### src/rtl/mult_dual_pkg.sv
// Shared constants and helpers for the packed dual multiplier.
// The DSP limits are the 27-bit pre-adder and the 18-bit B port. The packing
// offset and the product width are derived from DATA_W. The legality checks
// are evaluated at elaboration time by the top module.
package mult_dual_pkg;

  localparam int DSP_PREADD_W = 27;
  localparam int DSP_B_W      = 18;
  localparam int DATA_W_MIN   = 4;
  localparam int DATA_W_MAX   = 8;

  // The offset leaves two guard bits above b*c, so the low product cannot
  // spill into the a*c field.
  function automatic int shift_of(input int data_w);
    return 2 * data_w + 2;
  endfunction

  function automatic int prod_w_of(input int data_w);
    return 2 * data_w;
  endfunction

  // The packed operand has to fit the pre-adder, and the sign-extended c has
  // to fit the B port.
  function automatic bit data_w_ok(input int data_w);
    return (data_w >= DATA_W_MIN) && (data_w <= DATA_W_MAX) &&
           (shift_of(data_w) + data_w + 1 <= DSP_PREADD_W) &&
           (data_w + 1 <= DSP_B_W);
  endfunction

  // The accumulator sign-extends the product, so it needs at least one bit
  // more than the product.
  function automatic bit acc_w_ok(input int data_w, input int acc_w);
    return acc_w > prod_w_of(data_w);
  endfunction

endpackage

### src/rtl/mult_dual_acc.sv
// Two-channel burst accumulator placed after the unpack stage. It sums the
// products of every beat in a burst and presents the completed sums once, on
// the beat that carries last. The sums wrap modulo 2^ACC_W.
module mult_dual_acc #(
  parameter int PROD_W = 16,
  parameter int ACC_W  = 24,
  parameter int SIGNED = 1
) (
  input  logic              clk,
  input  logic              rst,
  input  logic              i_en,
  input  logic              i_valid,
  input  logic              i_last,
  input  logic [PROD_W-1:0] i_prod_ac,
  input  logic [PROD_W-1:0] i_prod_bc,
  output logic              o_valid,
  output logic              o_last,
  output logic [ACC_W-1:0]  o_acc_ac,
  output logic [ACC_W-1:0]  o_acc_bc
);

  logic             r_first;
  logic             r_valid;
  logic             r_last;
  logic [ACC_W-1:0] r_acc_ac;
  logic [ACC_W-1:0] r_acc_bc;
  logic             w_sx_ac;
  logic             w_sx_bc;
  logic [ACC_W-1:0] w_ext_ac;
  logic [ACC_W-1:0] w_ext_bc;
  logic [ACC_W-1:0] w_base_ac;
  logic [ACC_W-1:0] w_base_bc;

  assign w_sx_ac   = (SIGNED != 0) & i_prod_ac[PROD_W-1];
  assign w_sx_bc   = (SIGNED != 0) & i_prod_bc[PROD_W-1];
  assign w_ext_ac  = {{(ACC_W-PROD_W){w_sx_ac}}, i_prod_ac};
  assign w_ext_bc  = {{(ACC_W-PROD_W){w_sx_bc}}, i_prod_bc};
  assign w_base_ac = r_first ? '0 : r_acc_ac;
  assign w_base_bc = r_first ? '0 : r_acc_bc;

  // Accumulate each beat. The first beat of a burst restarts the sums, and
  // only a last beat raises the output handshake.
  always_ff @(posedge clk) begin
    if (rst) begin
      r_first  <= 1'b1;
      r_valid  <= 1'b0;
      r_last   <= 1'b0;
      r_acc_ac <= '0;
      r_acc_bc <= '0;
    end else if (i_en) begin
      r_valid <= i_valid & i_last;
      r_last  <= i_valid & i_last;
      if (i_valid) begin
        r_acc_ac <= w_base_ac + w_ext_ac;
        r_acc_bc <= w_base_bc + w_ext_bc;
        r_first  <= i_last;
      end
    end
  end

  assign o_valid  = r_valid;
  assign o_last   = r_last;
  assign o_acc_ac = r_acc_ac;
  assign o_acc_bc = r_acc_bc;

endmodule

### src/rtl/mult_dual_packed_pipe.sv
// Computes the two products a*c and b*c, which share the multiplier c, on a
// single DSP multiplier by packing a and b into one operand:
// (a << SHIFT) + b. The pipeline has three stages (pre-add, multiply, unpack).
// It uses a valid/ready handshake and freezes as a whole under backpressure.
// Optional macro MULT_DUAL_ACC_EN adds a fourth stage, a per-burst
// accumulator, and the outputs then widen to ACC_W.
module mult_dual_packed_pipe
  import mult_dual_pkg::*;
#(
  parameter int DATA_W = 8,
  parameter int SIGNED = 1,
  parameter int ACC_W  = 24
`ifdef MULT_DUAL_ACC_EN
  , localparam int OUT_W = ACC_W
`else
  , localparam int OUT_W = 2 * DATA_W
`endif
) (
  input  logic              clk,
  input  logic              rst,
  input  logic [DATA_W-1:0] a,
  input  logic [DATA_W-1:0] b,
  input  logic [DATA_W-1:0] c,
  input  logic              i_last,
  input  logic              i_valid,
  output logic              i_ready,
  output logic [OUT_W-1:0]  prod_ac,
  output logic [OUT_W-1:0]  prod_bc,
  output logic              o_last,
  output logic              o_valid,
  input  logic              o_ready
);

  localparam int SHIFT  = shift_of(DATA_W);
  localparam int PROD_W = prod_w_of(DATA_W);
  localparam int PRE_W  = SHIFT + DATA_W + 1;
  localparam int M_W    = SHIFT + PROD_W;

  if (!data_w_ok(DATA_W)) begin : g_bad_data_w
    $error("mult_dual_packed_pipe: DATA_W=%0d outside %0d..%0d", DATA_W, DATA_W_MIN, DATA_W_MAX);
  end

`ifdef MULT_DUAL_ACC_EN
  if (!acc_w_ok(DATA_W, ACC_W)) begin : g_bad_acc_w
    $error("mult_dual_packed_pipe: ACC_W=%0d must exceed %0d", ACC_W, PROD_W);
  end
`else
  localparam int ACC_W_UNUSED = ACC_W;
`endif

  logic              w_en;
  logic              w_sa;
  logic              w_sb;
  logic [PRE_W-1:0]  w_a_ext;
  logic [PRE_W-1:0]  w_b_ext;
  logic [PRE_W-1:0]  w_pre;
  logic              w_sp;
  logic              w_sc;
  logic [M_W-1:0]    w_pre_x;
  logic [M_W-1:0]    w_c_x;
  logic [M_W-1:0]    w_m;
  logic              w_borrow;
  logic              w_unused_m;

  logic              r_v1, r_v2, r_v3;
  logic              r_l1, r_l2, r_l3;
  logic [PRE_W-1:0]  r_pre;
  logic [DATA_W-1:0] r_c;
  logic [M_W-1:0]    r_m;
  logic [PROD_W-1:0] r_prod_ac;
  logic [PROD_W-1:0] r_prod_bc;

  assign w_en    = ~o_valid | o_ready;
  assign i_ready = w_en;

  // The pre-adder uses wrap-around arithmetic: a negative b borrows from the
  // a field, and the unpack stage repays that borrow.
  assign w_sa    = (SIGNED != 0) & a[DATA_W-1];
  assign w_sb    = (SIGNED != 0) & b[DATA_W-1];
  assign w_a_ext = {{(PRE_W-DATA_W){w_sa}}, a};
  assign w_b_ext = {{(PRE_W-DATA_W){w_sb}}, b};
  assign w_pre   = (w_a_ext << SHIFT) + w_b_ext;

  // The operands are extended to the kept width, so the modular product
  // matches the signed product in every retained bit.
  assign w_sp    = (SIGNED != 0) & r_pre[PRE_W-1];
  assign w_sc    = (SIGNED != 0) & r_c[DATA_W-1];
  assign w_pre_x = {{(M_W-PRE_W){w_sp}}, r_pre};
  assign w_c_x   = {{(M_W-DATA_W){w_sc}}, r_c};
  assign w_m     = w_pre_x * w_c_x;

  assign w_borrow   = (SIGNED != 0) & r_m[SHIFT-1];
  assign w_unused_m = ^r_m[SHIFT-1:PROD_W];

  // Stage 1: register the packed operand and the shared multiplier.
  always_ff @(posedge clk) begin
    if (rst) begin
      r_v1  <= 1'b0;
      r_l1  <= 1'b0;
      r_pre <= '0;
      r_c   <= '0;
    end else if (w_en) begin
      r_v1 <= i_valid;
      r_l1 <= i_valid & i_last;
      if (i_valid) begin
        r_pre <= w_pre;
        r_c   <= c;
      end
    end
  end

  // Stage 2: the single wide multiply.
  always_ff @(posedge clk) begin
    if (rst) begin
      r_v2 <= 1'b0;
      r_l2 <= 1'b0;
      r_m  <= '0;
    end else if (w_en) begin
      r_v2 <= r_v1;
      r_l2 <= r_l1;
      if (r_v1) begin
        r_m <= w_m;
      end
    end
  end

  // Stage 3: split the packed product and apply the borrow correction to a*c.
  always_ff @(posedge clk) begin
    if (rst) begin
      r_v3      <= 1'b0;
      r_l3      <= 1'b0;
      r_prod_ac <= '0;
      r_prod_bc <= '0;
    end else if (w_en) begin
      r_v3 <= r_v2;
      r_l3 <= r_l2;
      if (r_v2) begin
        r_prod_bc <= r_m[PROD_W-1:0];
        r_prod_ac <= r_m[M_W-1:SHIFT] + {{(PROD_W-1){1'b0}}, w_borrow};
      end
    end
  end

`ifdef MULT_DUAL_ACC_EN
  mult_dual_acc #(
    .PROD_W (PROD_W),
    .ACC_W  (ACC_W),
    .SIGNED (SIGNED)
  ) u_acc (
    .clk       (clk),
    .rst       (rst),
    .i_en      (w_en),
    .i_valid   (r_v3),
    .i_last    (r_l3),
    .i_prod_ac (r_prod_ac),
    .i_prod_bc (r_prod_bc),
    .o_valid   (o_valid),
    .o_last    (o_last),
    .o_acc_ac  (prod_ac),
    .o_acc_bc  (prod_bc)
  );
`else
  assign o_valid = r_v3;
  assign o_last  = r_l3;
  assign prod_ac = r_prod_ac;
  assign prod_bc = r_prod_bc;
`endif

endmodule

### config.mk
export PLATFORM = sky130hd
export DESIGN_NAME = mult_dual_packed_pipe
export DESIGN_NICKNAME = d
export VERILOG_FILES = /design/src/rtl/mult_dual_pkg.sv /design/src/rtl/mult_dual_acc.sv /design/src/rtl/mult_dual_packed_pipe.sv
export SDC_FILE = /design/constraint.sdc
export NUM_CORES = 1
export LEC_CHECK = 0
export CAP_MARGIN = 10
export CORE_MARGIN = 2
export CORE_UTILIZATION = 40
export CTS_CLUSTER_SIZE = 25
export DETAILED_ROUTE_END_ITERATION = 8
export GPL_TIMING_DRIVEN = 0
export SLEW_MARGIN = 20
export SYNTH_ARGS = -nofsm -noshare
export SYNTH_HDL_FRONTEND = slang
export SYNTH_SLANG_ARGS = --single-unit
### constraint.sdc
create_clock -name clk -period 5.47 [get_ports clk]
set_clock_uncertainty 0.1 [all_clocks]
set_input_delay 1.094 -clock clk [delete_from_list [all_inputs] [get_ports clk]]
set_output_delay 1.094 -clock clk [all_outputs]
set_load 0.05 [all_outputs]
==> results.tsv, run 1 <==
stage	metric	value	unit
power_and_ir_drop	Leakage	5.21	nW
timing	fin. max-slew vios	0	
worst_setup_path	kind of critical path	reg -> reg	
synthesis	Post-synth ARST share	0	
global_routing	antenna violations before repair	0	
timing	Max Freq	0.189	GHz
global_routing	largest net degree at the start of global routing	20	
clocking	cts bufs inserted	9	
clocking	clock sinks	96	
timing	hold_ws	355	ps
timing	Rel. slew slack	0.443	
clocking	Skew-Pair Late Insertion Delay	360	ps
timing	# setup viols final	0	
global_routing	vias in the first global route	8251	
power_and_ir_drop	Tot Pwr	2.10	mW
clocking	CTS H-tree lvls	3	
global_routing	GRT overflow	0	
floorplan	Die Y	162	µm
route	Vias/cell	5.01	
route	1st-pass router iterations	4	
synthesis	area share of the largest cell type after synthesis	0.275	
route	detailed-route via count	7994	
global_routing	global-route wire length before repair	41.6	mm
worst_setup_path	CP Max Fanout	8	
run	Max Cap Viol	0	
floorplan	FP Rows	57	
route	Iter 0 DRT Violations	401	
worst_setup_path	CP endpoint kind	flip-flop	
route	post-route DRC violation count	0	
worst_setup_path	slowest stage delay, CP	570	ps
synthesis	synthesized flop and latch total	96	
synthesis	commonest cells in the netlist	inv_1, nand2_1, fa_1, dfxtp_1	
floorplan	I/O pins	64	
synthesis	Synth Instances	1177	
cells_and_area	fraction of layout cells with a size suffix above 1	0.0669	
worst_setup_path	Critical Path Slowest Stage Cell	fa_2	
synthesis	Synth Warn #	0	
synthesis	Post-Syn Area	9970	µm²
synthesis	most common flop cell mapped by yosys	dfxtp_1	
place	I/O Buffers	62	
cells_and_area	Layout area overhead	16.7	%
worst_setup_path	critical path data arrival time	5440	ps
clocking	Clock Path Buffers	2	
clocking	CTS Root Buffer Type	clkbuf_16	
floorplan	initial core utilization	0.409	
clocking	register clock-pin slew on the reported worst setup and hold paths	80	ps
power_and_ir_drop	peak supply drop	0.000158	V
timing	Final period util	0.966	
synthesis	most frequent cell after synthesis	inv_1	
place	Final GP Congestion	0.829	
worst_setup_path	CP bufs+invs	5	
synthesis	Post-synth EDFFs	0	
place	DP HPWL	20.4	mm
route	DRT Wirelength	24.8	mm
status	status	complete, no violations	
place	number of instances in the placed design	1563	
synthesis	register area share after synthesis	0.193	
synthesis	synth top area cells	fa_1, dfxtp_1, ha_1	
cells_and_area	diode count	0	
cells_and_area	final cell count without fillers	1595	
route	average wire per standard cell	15.6	µm
timing	Period minus WS final	5290	ps
route	number of antenna-violating nets in the routed design	0	
global_routing	All-Layer GR Usage	0.201	
min_path	HP Class	reg -> reg	
synthesis	Syn Nets	1413	
synthesis	Synth Area per Inst	8.47	µm²
floorplan	die area	26200	µm²
timing	Final Hold Viols	0	
clocking	TritonCTS clock tree	built	
cells_and_area	nets@finish	1502	
floorplan	core area	24400	µm²
timing	Worst-Margin Slew	835	ps
worst_setup_path	crit-path cells	buf_8 -> nand2_2 -> fa_2 -> buf_4 -> fa_2 -> inv_2 -> fa_1 -> inv_1 -> fa_1 -> inv_1 -> ha_2 -> nand3_1 -> or2_1 -> o22a_2 -> o2111a_2 -> nor3b_4 -> a31oi_1 -> o311ai_1	
worst_setup_path	CP Launch Type	flip-flop	
worst_setup_path	Worst EP required	5630	ps
worst_setup_path	cell family with most CP delay	adder cells	
power_and_ir_drop	Pwr per Cell Area	181	nW/µm²
synthesis	Synth cell types	54	
floorplan	die width	162	µm
synthesis	post-synth top area cell	fa_1	
==> routing by layer <==
| metal | share of wire | global-route usage |
|---|---|---|
| met1 | 0.46 | 0.267 |
| met2 | 0.50 | 0.352 |
| met3 | 0.028 | 0.0266 |
| met4 | 0.015 | 0.0422 |
| met5 | 0 | 0 |
==> cell type report <==
class	instances	area (µm²)
Buffer	41	196
Clock buffer	9	225
Sequential cell	96	1950
Timing Repair Buffer	84	786
Multi-Input combinational cell	821	7190
Clock inverter	7	73.8
Fill cell	2416	12800
Inverter	213	800
Tap cell	324	405
==> repair_timing <==
action / CTS / global route
endpoints found under the setup margin: 17 / 12
gates resized for setup: 35 / 27
hold buffers: 0 / 0
pin swaps: 9 / 12
setup buffers: 8 / 14
==> registers in the layout (all words and copies together) (netlist names) <==
register and count:
r_v1 1, r_pre 17, r_c 8, r_l2 1, r_v2 1, prod_bc 16, r_l1 1, prod_ac 16
o_last 1, o_valid 1, r_m 33
==> tightest hold or removal path, stage by stage (launching register included) <==
cell and delay (ps):
dfxtp_1 310, nand2_1 50, a21oi_1 50
==> layout by cell type (no fill, tap or decap), drive strengths merged, types with 3 or more instances in the layout <==
cell type      instances
inv                  216
nand2                170
fa                   137
dfxtp                 96
a21oi                 90
and2                  89
ha                    70
clkdlybuf4s50         62
clkbuf                44
nor2                  37
buf                   28
xnor2                 27
nand3                 26
o21ai                 22
a211oi                20
nor2b                 19
xor2                  18
a21o                  17
a31oi                  9
nand2b                 6
nor3                   6
nand4                  6
and3                   5
or4                    5
o211ai                 4
o21bai                 4
o21a                   4
nor3b                  4
o31ai                  3
==> power breakdown <==
part / switching [mW] / internal (mW) / total (mW)
Clock: 0.329 / 0.324 / 0.652
Sequential: 0.0498 / 0.735 / 0.785
Combinational: 0.395 / 0.268 / 0.664
==> path summary, 6_finish.rpt <==
path	cells past startpoint	from	slack, ps	endpoint
worst max register to register	18	r_c[2]	180	r_m[32]
worst max-delay path	18	r_c[2]	180	r_m[32]
worst min register to register	2	r_m[9]	350	r_m[9]
worst min-delay path	2	r_m[9]	350	r_m[9]
==> metrics by stage <==
stage | setup TNS (ps) | setup slack (ps) | utilization | area (µm²)
2_1_floorplan | 0 | 142 | - | 9970
3_3_place_gp | -9280 | -842 | 0.451 | 11000
3_5_place_dp | -9640 | -928 | 0.451 | 11000
4_1_cts | 0 | 34.2 | 0.469 | 11400
5_1_grt | -0.997 | -0.997 | 0.477 | 11600
6_report | 0 | 185 | 0.477 | 11600
==> cell families after synthesis <==
group | after synthesis | synth area share
AO/OA/AOI/OAI | 188 | 0.118
XOR/XNOR | 45 | 0.0395
adder cells (fa/ha/maj) | 207 | 0.363
buffers and inverters | 260 | 0.0979
flip-flops | 96 | 0.193
multiplexers | 2 | 0.00201
AND/OR/NAND/NOR | 379 | 0.186
(Power assumes the default switching activity.)
==> run 2, diff against run 1 <==
--- a/config.mk
+++ b/config.mk
@@ -11,6 +11,7 @@
 export CTS_CLUSTER_SIZE = 25
 export DETAILED_ROUTE_END_ITERATION = 8
 export GPL_TIMING_DRIVEN = 0
+export PLACE_DENSITY = 0.62
 export SLEW_MARGIN = 20
 export SYNTH_ARGS = -nofsm -noshare
 export SYNTH_HDL_FRONTEND = slang
==> constraint.sdc (replaced) <==
create_clock -name clk -period 5.47 [get_ports clk]
set_clock_uncertainty 0.1 [all_clocks]
set_input_delay 1.094 -clock clk [delete_from_list [all_inputs] [get_ports clk]]
set_output_delay 1.094 -clock clk [all_outputs]
set_load 0.01 [all_outputs]
==> run 2 against run 1 <==
Compared with the run above:
- clock power increased by 3%
- worst hold slack lost 1.4 ps
- via count decreased by 1.1%
- core utilization decreased by 0.52 points
- setup slack got worse by 9.7 ps
- sequential power rose by 0.5%
- critical path depth grew 1
- critical endpoint unchanged
==> results.tsv, run 2 (synthesized netlist as in run 1, its figures left out) <==
stage	metric	value	unit
status	status	complete, no violations	
floorplan	die area	26200	µm²
global_routing	global-route wire length before repair	40.9	mm
worst_setup_path	Worst EP required	5630	ps
route	Iter 0 DRT Violations	419	
timing	fin. max-slew vios	0	
worst_setup_path	critical path data arrival time	5460	ps
worst_setup_path	FF-to-FF End	r_m[32]	
power_and_ir_drop	sequential share of power	0.379	
floorplan	core area	24400	µm²
route	DRT Wirelength	23.9	mm
floorplan	die width	162	µm
cells_and_area	Layout area overhead	15.4	%
clocking	register clock-pin slew on the reported worst setup and hold paths	70	ps
worst_setup_path	Critical path origin	r_c[7]	
power_and_ir_drop	NetSw	715	µW
cells_and_area	nets@finish	1487	
power_and_ir_drop	Clock Power Share	0.322	
clocking	cts bufs inserted	9	
cells_and_area	Top reg by flops	r_m	
route	detailed-route via count	7908	
power_and_ir_drop	Pint	1.37	mW
clocking	Skew-Pair Late Insertion Delay	350	ps
power_and_ir_drop	Pwr per Cell Area	181	nW/µm²
clocking	Clock Path Buffers	2	
global_routing	vias in the first global route	8224	
cells_and_area	max reg flops	33	
worst_setup_path	kind of critical path	reg -> reg	
cells_and_area	diode count	0	
worst_setup_path	CP Max Fanout	8	
place	I/O Buffers	62	
cells_and_area	Filler Cell Count	2457	
global_routing	All-Layer GR Usage	0.197	
timing	Period minus WS final	5290	ps
power_and_ir_drop	Switching Share	0.343	
timing	worst setup margin	175	ps
clocking	clock sinks	96	
worst_setup_path	CP bufs+invs	4	
cells_and_area	final core utilization	0.472	
route	number of antenna-violating nets in the routed design	0	
worst_setup_path	crit-path cells	nor2b_2 -> or2_2 -> ha_4 -> inv_1 -> fa_1 -> inv_2 -> fa_1 -> inv_1 -> fa_1 -> inv_1 -> ha_2 -> a21o_1 -> a221o_1 -> a21o_1 -> a21oi_1 -> o2111a_2 -> nor3b_4 -> a311o_1 -> o311ai_1	
worst_setup_path	Critical Path Slowest Stage Cell	fa_1	
worst_setup_path	CP Launch Type	flip-flop	
place	DP HPWL	19.9	mm
power_and_ir_drop	Leakage	5.13	nW
timing	Fin Setup TNS	0	ps
floorplan	initial core utilization	0.409	
floorplan	Die Y	162	µm
clocking	CTS H-tree lvls	3	
worst_setup_path	capture point of the critical path	r_m[32]	
clocking	CTS Root Buffer Type	clkbuf_16	
worst_setup_path	CP endpoint kind	flip-flop	
worst_setup_path	r2r startpoint	r_c[7]	
timing	Final period util	0.968	
cells_and_area	most common cell after layout, fill and taps aside	inv_1	
route	post-route DRC violation count	0	
timing	# setup viols final	0	
route	Vias/cell	5.01	
global_routing	GRT overflow	0	
worst_setup_path	r2r setup slk	180	ps
power_and_ir_drop	Tot Pwr	2.08	mW
floorplan	I/O pins	64	
route	1st-pass router iterations	4	
global_routing	antenna violations before repair	0	
worst_setup_path	slowest stage delay, CP	570	ps
route	average wire per standard cell	15.2	µm
clocking	TritonCTS clock tree	built	
timing	Rel. slew slack	0.412	
global_routing	largest net degree at the start of global routing	19	
cells_and_area	top flop regs	r_m (33), r_pre (17)	
worst_setup_path	R2R depth	19	
cells_and_area	commonest non-fill, non-tap cells in the layout	inv_1, nand2_1, fa_1	
run	Max Cap Viol	0	
place	Final GP Congestion	0.865	
power_and_ir_drop	Comb pwr share	0.299	
worst_setup_path	critical path depth	19	
clocking	hold_buf cts	0	
timing	Max Freq	0.189	GHz
power_and_ir_drop	peak supply drop	0.000139	V
timing	Final Hold Viols	0	
place	Place WS	-827	ps
cells_and_area	fraction of layout cells with a size suffix above 1	0.0534	
timing	Worst-Margin Slew	882	ps
min_path	HP Class	reg -> reg	
worst_setup_path	cell family with most CP delay	adder cells	
floorplan	FP Rows	57	
==> run 2: per-layer routing <==
| layer | up-vias | routed length [µm] | part of all wire | global-route usage |
|---|---|---|---|---|
| met2 | 127 | 11900 | 0.50 | 0.349 |
| met4 | 0 | 320 | 0.013 | 0.0386 |
| met5 | - | 0 | 0 | 0 |
| met1 | 3917 | 10700 | 0.45 | 0.257 |
| li1 | 3845 | - | - | - |
| met3 | 19 | 966 | 0.040 | 0.0283 |
==> run 2: repair_timing <==
| item | in CTS | in global routing |
|---|---|---|
| endpoints found under the setup margin | 17 | 12 |
| pin swaps | 6 | 11 |
| endpoints found under the hold margin | 0 | 0 |
| buffers inserted | 2 | 7 |
| resized for setup | 29 | 24 |
==> run 2: worst min path at each step <==
stage,startpoint,end,slack [ps],cells past startpoint
CTS,prod_bc[2],prod_bc[2],360,2
global route,r_m[10],r_m[10],370,2
finish,prod_bc[2],prod_bc[2],350,2
floorplan,r_l2,r_l2,330,2
global placement,r_l2,r_l2,340,2
detailed placement,r_m[10],r_m[10],350,2
==> run 2: worst min-delay path, delay by kind of cell, from the launching register on <==
family,cells,cell delay (ps)
AND/OR/NAND/NOR,1,50
AO/OA/AOI/OAI,1,50
flip-flops,1,310
==> run 2: cell type report <==
class / instances / area (µm²) / area share
buffer: 39 / 175 / 0.0152
clock buffer: 10 / 239 / 0.0208
clock inverter: 5 / 63.8 / 0.00555
inverter: 213 / 800 / 0.0695
multi-input combinational: 821 / 7180 / 0.624
sequential: 96 / 1950 / 0.170
tap: 324 / 405 / 0.0352
timing repair buffer: 71 / 688 / 0.0598
==> run 2: stage by stage <==
stage | cell area, µm² | hold slack (ps) | instances
detailed placement | 11000 | 346 | 1563
global route | 11500 | 373 | 1579
floorplan | 9970 | 332 | 1177
CTS | 11400 | 357 | 1574
finish | 11500 | 353 | 1579
global placement | 11000 | 342 | 1563
==> run 2: power groups by stage <==
stage / clock network [mW] / logic, mW / registers [mW]
floorplan: 0 / 0.442 / 0.782
global placement: 0 / 0.608 / 0.797
CTS: 0.689 / 0.620 / 0.787
finish: 0.671 / 0.624 / 0.789
global route: 0.712 / 0.720 / 0.796
detailed placement: 0 / 0.614 / 0.799
==> run 3, diff against run 2 <==
--- a/config.mk
+++ b/config.mk
@@ -12,7 +12,6 @@
 export DETAILED_ROUTE_END_ITERATION = 8
 export GPL_TIMING_DRIVEN = 0
 export PLACE_DENSITY = 0.62
-export SLEW_MARGIN = 20
 export SYNTH_ARGS = -nofsm -noshare
 export SYNTH_HDL_FRONTEND = slang
 export SYNTH_SLANG_ARGS = --single-unit
==> results of run 3 <==
Final layout, timing and power as in run 2 (identical DEF).
